$ cat config.mk
export PLATFORM = sky130hd
export DESIGN_NAME = pw_pool_scheduler
export DESIGN_NICKNAME = d
export VERILOG_FILES = /design/src/rtl/pw_pool_scheduler.sv
export SDC_FILE = /design/constraint.sdc
export NUM_CORES = 1
export LEC_CHECK = 0
export ABC_AREA = 1
export CORE_MARGIN = 2
export CORE_UTILIZATION = 40
export DETAILED_ROUTE_END_ITERATION = 7
export HOLD_SLACK_MARGIN = 0.06
export SLEW_MARGIN = 20
export SYNTH_ARGS = -nofsm -noshare
export SYNTH_HDL_FRONTEND = slang
export SYNTH_SLANG_ARGS = --single-unit
export TNS_END_PERCENT = 20
$ cat constraint.sdc
create_clock -name clk -period 4.9 [get_ports clk]
set_input_delay 1.47 -clock clk [delete_from_list [all_inputs] [get_ports clk]]
set_output_delay 1.47 -clock clk [all_outputs]
set_load 0.005 [all_outputs]
$ cat src/rtl/pw_pool_scheduler.sv
// pw_pool_scheduler: sequences the pointwise-conv -> ping-pong buffer -> pool path.
// For each column it sweeps output-channel groups (outer) and input-channel
// groups (inner), flushes the select delay line, and after every odd column
// (banks A and B both full) runs one pool read sweep.
// Optional build macro: PW_POOL_SCHED_PERF_CNT_EN adds the busy_cycles counter.
module pw_pool_scheduler #(
   parameter int SEL_DELAY = 3,
   parameter int GRP_STEP  = 8
) (
   input  logic        clk,
   input  logic        rst,
   input  logic        start,
   input  logic [3:0]  layer_in,
   input  logic [7:0]  num_oc_grp,
   input  logic [7:0]  num_ic_grp,
   output logic [3:0]  layer,
   output logic [7:0]  col,
   output logic        point_doing,
   output logic [7:0]  point_output_channel_sel,
   output logic [7:0]  point_input_channel_sel,
   output logic [7:0]  point_output_channel_sel_delay3,
   output logic [7:0]  point_input_channel_sel_delay3,
   output logic        point11_done,
   output logic        pool_doing,
   output logic [7:0]  pool_channel_sel,
   output logic        layer_done
`ifdef PW_POOL_SCHED_PERF_CNT_EN
   ,
   output logic [31:0] busy_cycles
`endif
);

   typedef enum logic [2:0] {
      IDLE  = 3'd0,
      POINT = 3'd1,
      DRAIN = 3'd2,
      POOL  = 3'd3,
      NEXT  = 3'd4
   } state_t;

   state_t      r_state;
   state_t      w_next;

   logic [3:0]  r_layer;
   logic [7:0]  r_noc;
   logic [7:0]  r_nic;
   logic [7:0]  r_col;
   logic [7:0]  r_oc;
   logic [7:0]  r_ic;
   logic [7:0]  r_cnt;     // DRAIN wait counter, then pool read address

   logic [7:0]  r_oc_dly   [SEL_DELAY];
   logic [7:0]  r_ic_dly   [SEL_DELAY];
   logic        r_last_dly [SEL_DELAY];

   logic [7:0]  w_col_end;
   logic        w_last_pair;
   logic        w_drain_end;
   logic        w_pool_end;
   logic [7:0]  w_oc_sel;
   logic [7:0]  w_ic_sel;

   // Column count depends on the layer's spatial size; always odd so columns pair into banks.
   assign w_col_end   = (r_layer < 4'd4) ? 8'd15 : ((r_layer < 4'd8) ? 8'd7 : 8'd3);
   assign w_last_pair = (r_state == POINT) && (r_oc == r_noc - 8'd1) && (r_ic == r_nic - 8'd1);
   assign w_drain_end = (r_cnt == 8'(SEL_DELAY));
   assign w_pool_end  = (r_cnt == r_noc);

   // Next-state and output decode.
   always_comb begin
      // NOTE: every signal gets a default first so no path leaves one unassigned (no latches).
      w_next                   = r_state;
      point_doing              = 1'b0;
      w_oc_sel                 = 8'd0;
      w_ic_sel                 = 8'd0;
      pool_doing               = 1'b0;
      pool_channel_sel         = 8'd0;
      layer_done               = 1'b0;
      case (r_state)
         IDLE: begin
            if (start) w_next = POINT;
         end
         POINT: begin
            point_doing = 1'b1;
            w_oc_sel    = 8'(r_oc * GRP_STEP);
            w_ic_sel    = 8'(r_ic * GRP_STEP);
            if (w_last_pair) w_next = DRAIN;
         end
         DRAIN: begin
            // The extra cycle past point11_done covers the buffer's bank toggle.
            if (w_drain_end) w_next = r_col[0] ? POOL : NEXT;
         end
         POOL: begin
            // Final POOL cycle has pool_doing low: it covers the registered read.
            if (w_pool_end) begin
               w_next = NEXT;
            end else begin
               pool_doing       = 1'b1;
               pool_channel_sel = 8'(r_cnt * GRP_STEP);
            end
         end
         NEXT: begin
            if (r_col == w_col_end) begin
               layer_done = 1'b1;
               w_next     = IDLE;
            end else begin
               w_next = POINT;
            end
         end
         default: w_next = IDLE;
      endcase
   end

   assign point_output_channel_sel        = w_oc_sel;
   assign point_input_channel_sel         = w_ic_sel;
   assign point_output_channel_sel_delay3 = r_oc_dly[SEL_DELAY-1];
   assign point_input_channel_sel_delay3  = r_ic_dly[SEL_DELAY-1];
   assign point11_done                    = r_last_dly[SEL_DELAY-1];
   assign layer                           = r_layer;
   assign col                             = r_col;

   // State register.
   always_ff @(posedge clk) begin
      // NOTE: sequential state uses non-blocking assignments so all registers update together.
      if (rst) r_state <= IDLE;
      else     r_state <= w_next;
   end

   // Config latch, column / group / wait counters.
   always_ff @(posedge clk) begin
      if (rst) begin
         r_layer <= 4'd0;
         r_noc   <= 8'd1;
         r_nic   <= 8'd1;
         r_col   <= 8'd0;
         r_oc    <= 8'd0;
         r_ic    <= 8'd0;
         r_cnt   <= 8'd0;
      end else begin
         case (r_state)
            IDLE: begin
               if (start) begin
                  r_layer <= layer_in;
                  r_noc   <= (num_oc_grp == 8'd0) ? 8'd1 : num_oc_grp;
                  r_nic   <= (num_ic_grp == 8'd0) ? 8'd1 : num_ic_grp;
                  r_col   <= 8'd0;
                  r_oc    <= 8'd0;
                  r_ic    <= 8'd0;
                  r_cnt   <= 8'd0;
               end
            end
            POINT: begin
               if (w_last_pair) begin
                  r_oc  <= 8'd0;
                  r_ic  <= 8'd0;
                  r_cnt <= 8'd0;
               end else if (r_ic == r_nic - 8'd1) begin
                  r_ic <= 8'd0;
                  r_oc <= r_oc + 8'd1;
               end else begin
                  r_ic <= r_ic + 8'd1;
               end
            end
            DRAIN: begin
               r_cnt <= w_drain_end ? 8'd0 : r_cnt + 8'd1;
            end
            POOL: begin
               r_cnt <= w_pool_end ? 8'd0 : r_cnt + 8'd1;
            end
            NEXT: begin
               if (r_col != w_col_end) r_col <= r_col + 8'd1;
            end
            default: ;
         endcase
      end
   end

   // Select delay lines; they shift every cycle regardless of state.
   always_ff @(posedge clk) begin
      if (rst) begin
         // NOTE: this small shift register is reset (unlike a RAM) because its last stage drives outputs.
         for (int i = 0; i < SEL_DELAY; i++) begin
            r_oc_dly[i]   <= 8'd0;
            r_ic_dly[i]   <= 8'd0;
            r_last_dly[i] <= 1'b0;
         end
      end else begin
         r_oc_dly[0]   <= w_oc_sel;
         r_ic_dly[0]   <= w_ic_sel;
         r_last_dly[0] <= w_last_pair;
         for (int i = 1; i < SEL_DELAY; i++) begin
            r_oc_dly[i]   <= r_oc_dly[i-1];
            r_ic_dly[i]   <= r_ic_dly[i-1];
            r_last_dly[i] <= r_last_dly[i-1];
         end
      end
   end

`ifdef PW_POOL_SCHED_PERF_CNT_EN
   logic [31:0] r_busy;

   // Saturating count of non-IDLE cycles, cleared by an accepted start.
   always_ff @(posedge clk) begin
      if (rst) begin
         r_busy <= 32'd0;
      end else if (r_state == IDLE) begin
         if (start) r_busy <= 32'd0;
      end else if (r_busy != 32'hFFFF_FFFF) begin
         r_busy <= r_busy + 32'd1;
      end
   end

   assign busy_cycles = r_busy;
`endif

endmodule

==> results of run 1 <==
## routing by layer
layer / routed length [um] / track usage, % / part of all wire, %
met5: 0 / 0 / 0
met2: 4520 / 29.4 / 46
met1: 4710 / 22.7 / 47
met3: 544 / 4.18 / 5.5
met4: 148 / 6.96 / 1.5
## final cells by class
cell class                 instances  share of cell area (%)
clock buffer                       9                    2.34
clock inverter                     7                    2.34
inverter                         105                    7.45
multi-input combinational        408                    39.2
sequential                        88                    33.3
tap                              140                    3.31
timing repair buffer              65                    12.1
## flip-flops by register name, indices dropped and copies added, names as in the netlist, 4 cells and up
name / count
col: 8
r_ic_dly: 15
layer: 4
r_oc: 8
r_nic: 8
r_ic: 8
r_noc: 8
r_cnt: 8
r_oc_dly: 15
## worst min-delay path by stage
stage	startpoint	endpoint	cells after the start
finish	r_oc_dly[0][14]	r_oc_dly[0][22]	2
detailed placement	r_ic_dly[0][4]	r_ic_dly[0][12]	2
CTS	r_ic_dly[0][4]	r_ic_dly[0][12]	2
global placement	r_oc_dly[0][12]	r_oc_dly[0][20]	2
floorplan	r_ic_dly[0][3]	r_ic_dly[0][11]	2
global route	r_ic_dly[0][4]	r_ic_dly[0][12]	2
## kinds of logic (layout without fill, tap and decap cells)
family | Yosys count | after routing | share of synthesized area, %
flops | 88 | 88 | 40.0
xor+xnor | 28 | 28 | 5.56
other cells | 1 | 15 | 0.0850
compound gates | 66 | 66 | 9.25
fa+ha+maj | 6 | 6 | 1.70
buf+inv | 141 | 186 | 14.2
simple gates | 293 | 293 | 29.2
## power by group
group | leakage, nW | switching, mW | internal [mW]
Sequential | 0.713 | 0.0864 | 0.788
Combinational | 1.34 | 0.486 | 0.275
Clock | 0.121 | 0.270 | 0.344
Total | 2.17 | 0.842 | 1.41
## worst max-delay path, stage by stage, from the launching register on
cell and delay, ps:
dfxtp_1 360, inv_2 100, nand3_2 370, inv_1 430
clkdlybuf4s50_1 580
## cells in the final DEF (no fill, tap or decap), drive strengths merged, types with 3 or more instances in the layout
master and instances:
a21oi 23, a22o 6, and3 3, buf 3, bufinv 3, clkbuf 9
clkdlybuf4s50 62, conb 15, dfxtp 88, ha 6, inv 107, nand2 116
nand3 39, nand4 7, nor2 100, nor3 21, nor4 3, o21ai 18
o22ai 11, xnor2 8, xor2 20
==> results.yml, run 1 <==
synthesis:
  synthArstFlopShare_pct: 0
  synth_top_area_cell: "dfxtp_1"
  synthTopCellsByCount: "nand2_1 (110), inv_1 (100), nor2_1 (98)"
  ys.flop_type: "dfxtp_1"
  yosysSeqAreaShare_pct: 40.0
  synth_top_cell_area_share_pct: 40.0
  syn_area_per_cell_um2: 7.08
  yosysWarnings: 0
  syn-cell-area_mm2: 0.00441
  ys_types: 41
  ys_ff_latch: 88
  synthTopCellsByArea: "dfxtp_1 (40%), nand2_1 (9.4%), inv_1 (8.5%)"
  synth_edf_count: 0
  syn-instance-count: 623
  yosysMostFrequentCell: "nand2_1"
route:
  wl_per_cell_um: 12.1
  drc_errors: 0
  drt-total-wl_um: 9930
  vias_per_cell: 4.76
  num_vias: 3914
  drt_first_pass_iters: 4
  ant_nets: 0
  drtIter0Drc: 132
die:
  die_h_um: 109
  die_area_mm2: 0.0119
  rows: 38
  io_pins: 79
  core-area_mm2: 0.0108
  initial_core_util_pct: 40.9
  chipWidth_um: 109
job:
  maxCapViolCount: 0
pwr:
  power.density_mw_per_mm2: 425
  p_leak_nw: 2.17
  ir_worst_vdd_uv: 300
  power.total_mw: 2.25
critical_path:
  ff2ff_path_depth: 9
  r2r_start: "r_state[2]"
  rr_endpoint: "r_oc[4]"
  worst-path-max-fanout: 23
  worstSetupPathType: "flip-flop to primary output"
  crit_path_end_kind: "primary output"
  rrSetupSlack_ps: 2650
  cp-startpoint: "r_state[2]"
  crit_arrival_ps: 2210
  endpoint: "point_doing"
  required_ps: 3430
  cp-start-kind: "flip-flop"
placed_design:
  hpwl_um: 7520
  routabilityCongestion: 0.823
  dpl.cell_count: 806
  pre_cts_slack_ps: 1460
  dpl-instance-area_mm2: 0.00504
  portBuffers: 63
grt:
  first_global_vias: 3736
  grt_use_total_pct: 17.9
  grt_first_pass_wirelength_um: 16900
  overflow: 0
  grt_max_degree: 52
  antenna_found_initial: 0
cells_and_area:
  multiInputGateArea_mm2: 0.00207
  n_fill_cell: 1091
  diodes: 0
  stdcell_area_mm2: 0.00529
  fin_util_pct: 49.0
  fin_nets: 706
  fin_cells: 822
  regArea_mm2: 0.00176
  area_delta_synth_final_pct: 20.0
  drive_above_1_share_pct: 5.57
clock_tree:
  htree_num_levels: 3
  insertion_delay_ps: 360
  clk_pin_slew_worst_paths_ps: 100
  cts_resized: 0
  numCtsBuffers: 9
  postCtsSetupBuffers: 0
  cts.sinks: 88
  cts.path.max_buffers: 2
  clock-root-buffer: "clkbuf_8"
  cts_hold_buf: 0
  cts_tree: "yes"
min_path:
  hp-class: "flip-flop to flip-flop"
timing:
  slew-limit-headroom_pct: 63.3
  worstMarginPinSlew_ps: 551
  timing.final.crit_period_ps: 3680
  min_period_over_period_pct: 75.0
  drv_slew: 0
  skew_ps: 13.5
  hold_viol_final: 0
  finalSetupTns_ps: 0
  rsz0062_at_grt: "false"
  whs_ps: 404
  setup_viol: 0
  max_freq_mhz: 272
  layout_setup_ws_ps: 1220
run_status:
  status: "finished, final reports clean"
No activity file was read; power rests on OpenSTA's default activity.
==> inputs of run 2 (changes only) <==
==> constraint.sdc (replaced) <==
create_clock -name clk -period 3.6 [get_ports clk]
set_input_delay 1.08 -clock clk [delete_from_list [all_inputs] [get_ports clk]]
set_output_delay 1.08 -clock clk [all_outputs]
set_load 0.005 [all_outputs]
==> run 2 against run 1 <==
  * Cell count increased by 0.24%
  * Non-clock buffer count up 2
  * Global-route usage rose by 0.52 points
  * Critical path depth is 2 higher
  * Power grew 32%
  * Critical path type unchanged
  * Worst setup slack lost 800 ps
  * Largest power group unchanged
  * Utilization decreased by 0.19 points
  * Largest cell class unchanged
  * Clock power increased by 19%
  * Sequential share of layout area increased by 0.13 points
  * Clock skew down 3.4 ps
==> results.yml, run 2 (same netlist as run 1, synthesis figures left out) <==
clock_tree:
  clock-root-buffer: "clkbuf_8"
  cts_tree: "yes"
  cts.path.max_buffers: 2
  cts.sinks: 88
  numCtsBuffers: 9
  cts_hold_buf: 0
  postCtsSetupBuffers: 0
  htree_num_levels: 3
  clk_pin_slew_worst_paths_ps: 100
  cts_resized: 0
  insertion_delay_ps: 360
die:
  chipWidth_um: 109
  die_area_mm2: 0.0119
  die_h_um: 109
  io_pins: 79
  core-area_mm2: 0.0108
  initial_core_util_pct: 40.9
  rows: 38
timing:
  drv_slew: 0
  rsz0062_at_grt: "false"
  min_period_over_period_pct: 88.2
  whs_ps: 400
  skew_ps: 10.1
  setup_viol: 0
  max_freq_mhz: 315
  timing.final.crit_period_ps: 3170
  hold_viol_final: 0
  finalSetupTns_ps: 0
min_path:
  hp-class: "flip-flop to flip-flop"
cells_and_area:
  diodes: 0
  final_common_cell: "nand2_1"
  fin_cells: 824
  n_fill_cell: 1113
  area_delta_synth_final_pct: 19.6
  fin_util_pct: 48.9
  fin_nets: 708
  mostFrequentLayoutCells: "nand2_1 (110), inv_1 (100), nor2_1 (98), dfxtp_1 (88), clkdlybuf4s50_1 (62)"
  drive_above_1_share_pct: 5.85
  stdcell_area_mm2: 0.00527
  reg_top3: "r_ic_dly: 15 flops, r_oc_dly: 15 flops"
grt:
  overflow: 0
  grt_first_pass_wirelength_um: 17500
  grt_use_total_pct: 18.4
  antenna_found_initial: 0
  first_global_vias: 3760
  grt_max_degree: 39
route:
  wl_per_cell_um: 12.2
  top_layer: "met4"
  drt-total-wl_um: 10000
  route.met2.wl_um: 4490
  vias_per_cell: 4.74
  num_vias: 3904
  ant_nets: 0
  drt_first_pass_iters: 5
  dr_wl_met3_um: 606
  drc_errors: 0
  drtIter0Drc: 201
  drt-met1-wl_um: 4820
pwr:
  power.density_mw_per_mm2: 565
  switching_share_pct: 39.3
  p_leak_nw: 2.17
  p_seq_share_pct: 40.1
  clkPwrFrac_pct: 24.5
  netSwitchingPower_mw: 1.17
  intPower_mw: 1.81
  combPwrFrac_pct: 35.4
  ir_worst_vdd_uv: 228
placed_design:
  dpl.cell_count: 808
  hpwl_um: 7570
  routabilityCongestion: 0.844
  dpl-instance-area_mm2: 0.00506
  portBuffers: 63
critical_path:
  slowest_stage: "clkdlybuf4s50_1"
  cp_slowest_stage_delay_ps: 510
  cp-start-kind: "flip-flop"
  worstPathCellList: "ha_1, nand2_1, nor3_1, nand4_1, nor2_1, clkdlybuf4s50_1"
  worstSetupPathType: "flip-flop to primary output"
  required_ps: 2520
  cp_top_family: "simple AND/OR/NAND/NOR gates"
  crit_arrival_ps: 2090
  path_buf_inv: 1
  worst-path-max-fanout: 7
  crit_path_end_kind: "primary output"
run_status:
  status: "finished, final reports clean"
job:
  maxCapViolCount: 0
## run 2: layout make-up
class / instances / area [um2] / area share (%)
multi-input cells: 408 / 2070 / 39.3
flip-flops and latches: 88 / 1760 / 33.4
repair buffers: 67 / 656 / 12.4
inverters: 105 / 394 / 7.48
well taps: 140 / 175 / 3.32
clock buffers: 10 / 138 / 2.61
clock inverters: 6 / 75.1 / 1.42
## run 2: per-layer routing
layer,track usage (%),vias up
met3,3.83,10
li1,-,2036
met5,0,-
met4,4.58,0
met1,24.8,1745
met2,30.2,113
## run 2: power groups by stage
stage / clock (mW) / combinational [mW] / sequential, mW
after CTS: 0.755 / 1.06 / 1.19
final: 0.730 / 1.05 / 1.19
after global placement: 0 / 1.04 / 1.21
after floorplan: 0 / 0.785 / 1.18
after detailed placement: 0 / 1.05 / 1.21
after global routing: 0.798 / 1.19 / 1.21
## run 2: tightest hold or removal path, cell delays in order, from the launching register on
cell and delay [ps]:
dfxtp_1 310, inv_1 40, nor2_1 30
## run 2: path summary, 6_finish.rpt
| kind | from | endpoint | slack (ps) | depth (start not counted) |
|---|---|---|---|---|
| worst min register to register | r_ic_dly[0][12] | r_ic_dly[0][20] | 400 | 2 |
| worst max register to register | r_noc[0] | r_cnt[2] | 1450 | 12 |
| worst min-delay path | r_ic_dly[0][12] | r_ic_dly[0][20] | 400 | 2 |
| worst max-delay path | col[0] | layer_done | 430 | 6 |
## run 2: metrics by stage
stage	setup slack [ps]	total power, mW
global placement	853	2.24
CTS	398	3.01
finish	426	2.98
global route	285	3.20
floorplan	1430	1.96
detailed placement	812	2.27
==> inputs of run 3 (changes only) <==
--- a/config.mk
+++ b/config.mk
@@ -6,6 +6,7 @@
 export NUM_CORES = 1
 export LEC_CHECK = 0
 export ABC_AREA = 1
+export CAP_MARGIN = 20
 export CORE_MARGIN = 2
 export CORE_UTILIZATION = 40
 export DETAILED_ROUTE_END_ITERATION = 7
==> results of run 3 <==
Final layout, timing and power as in run 2 (identical DEF).
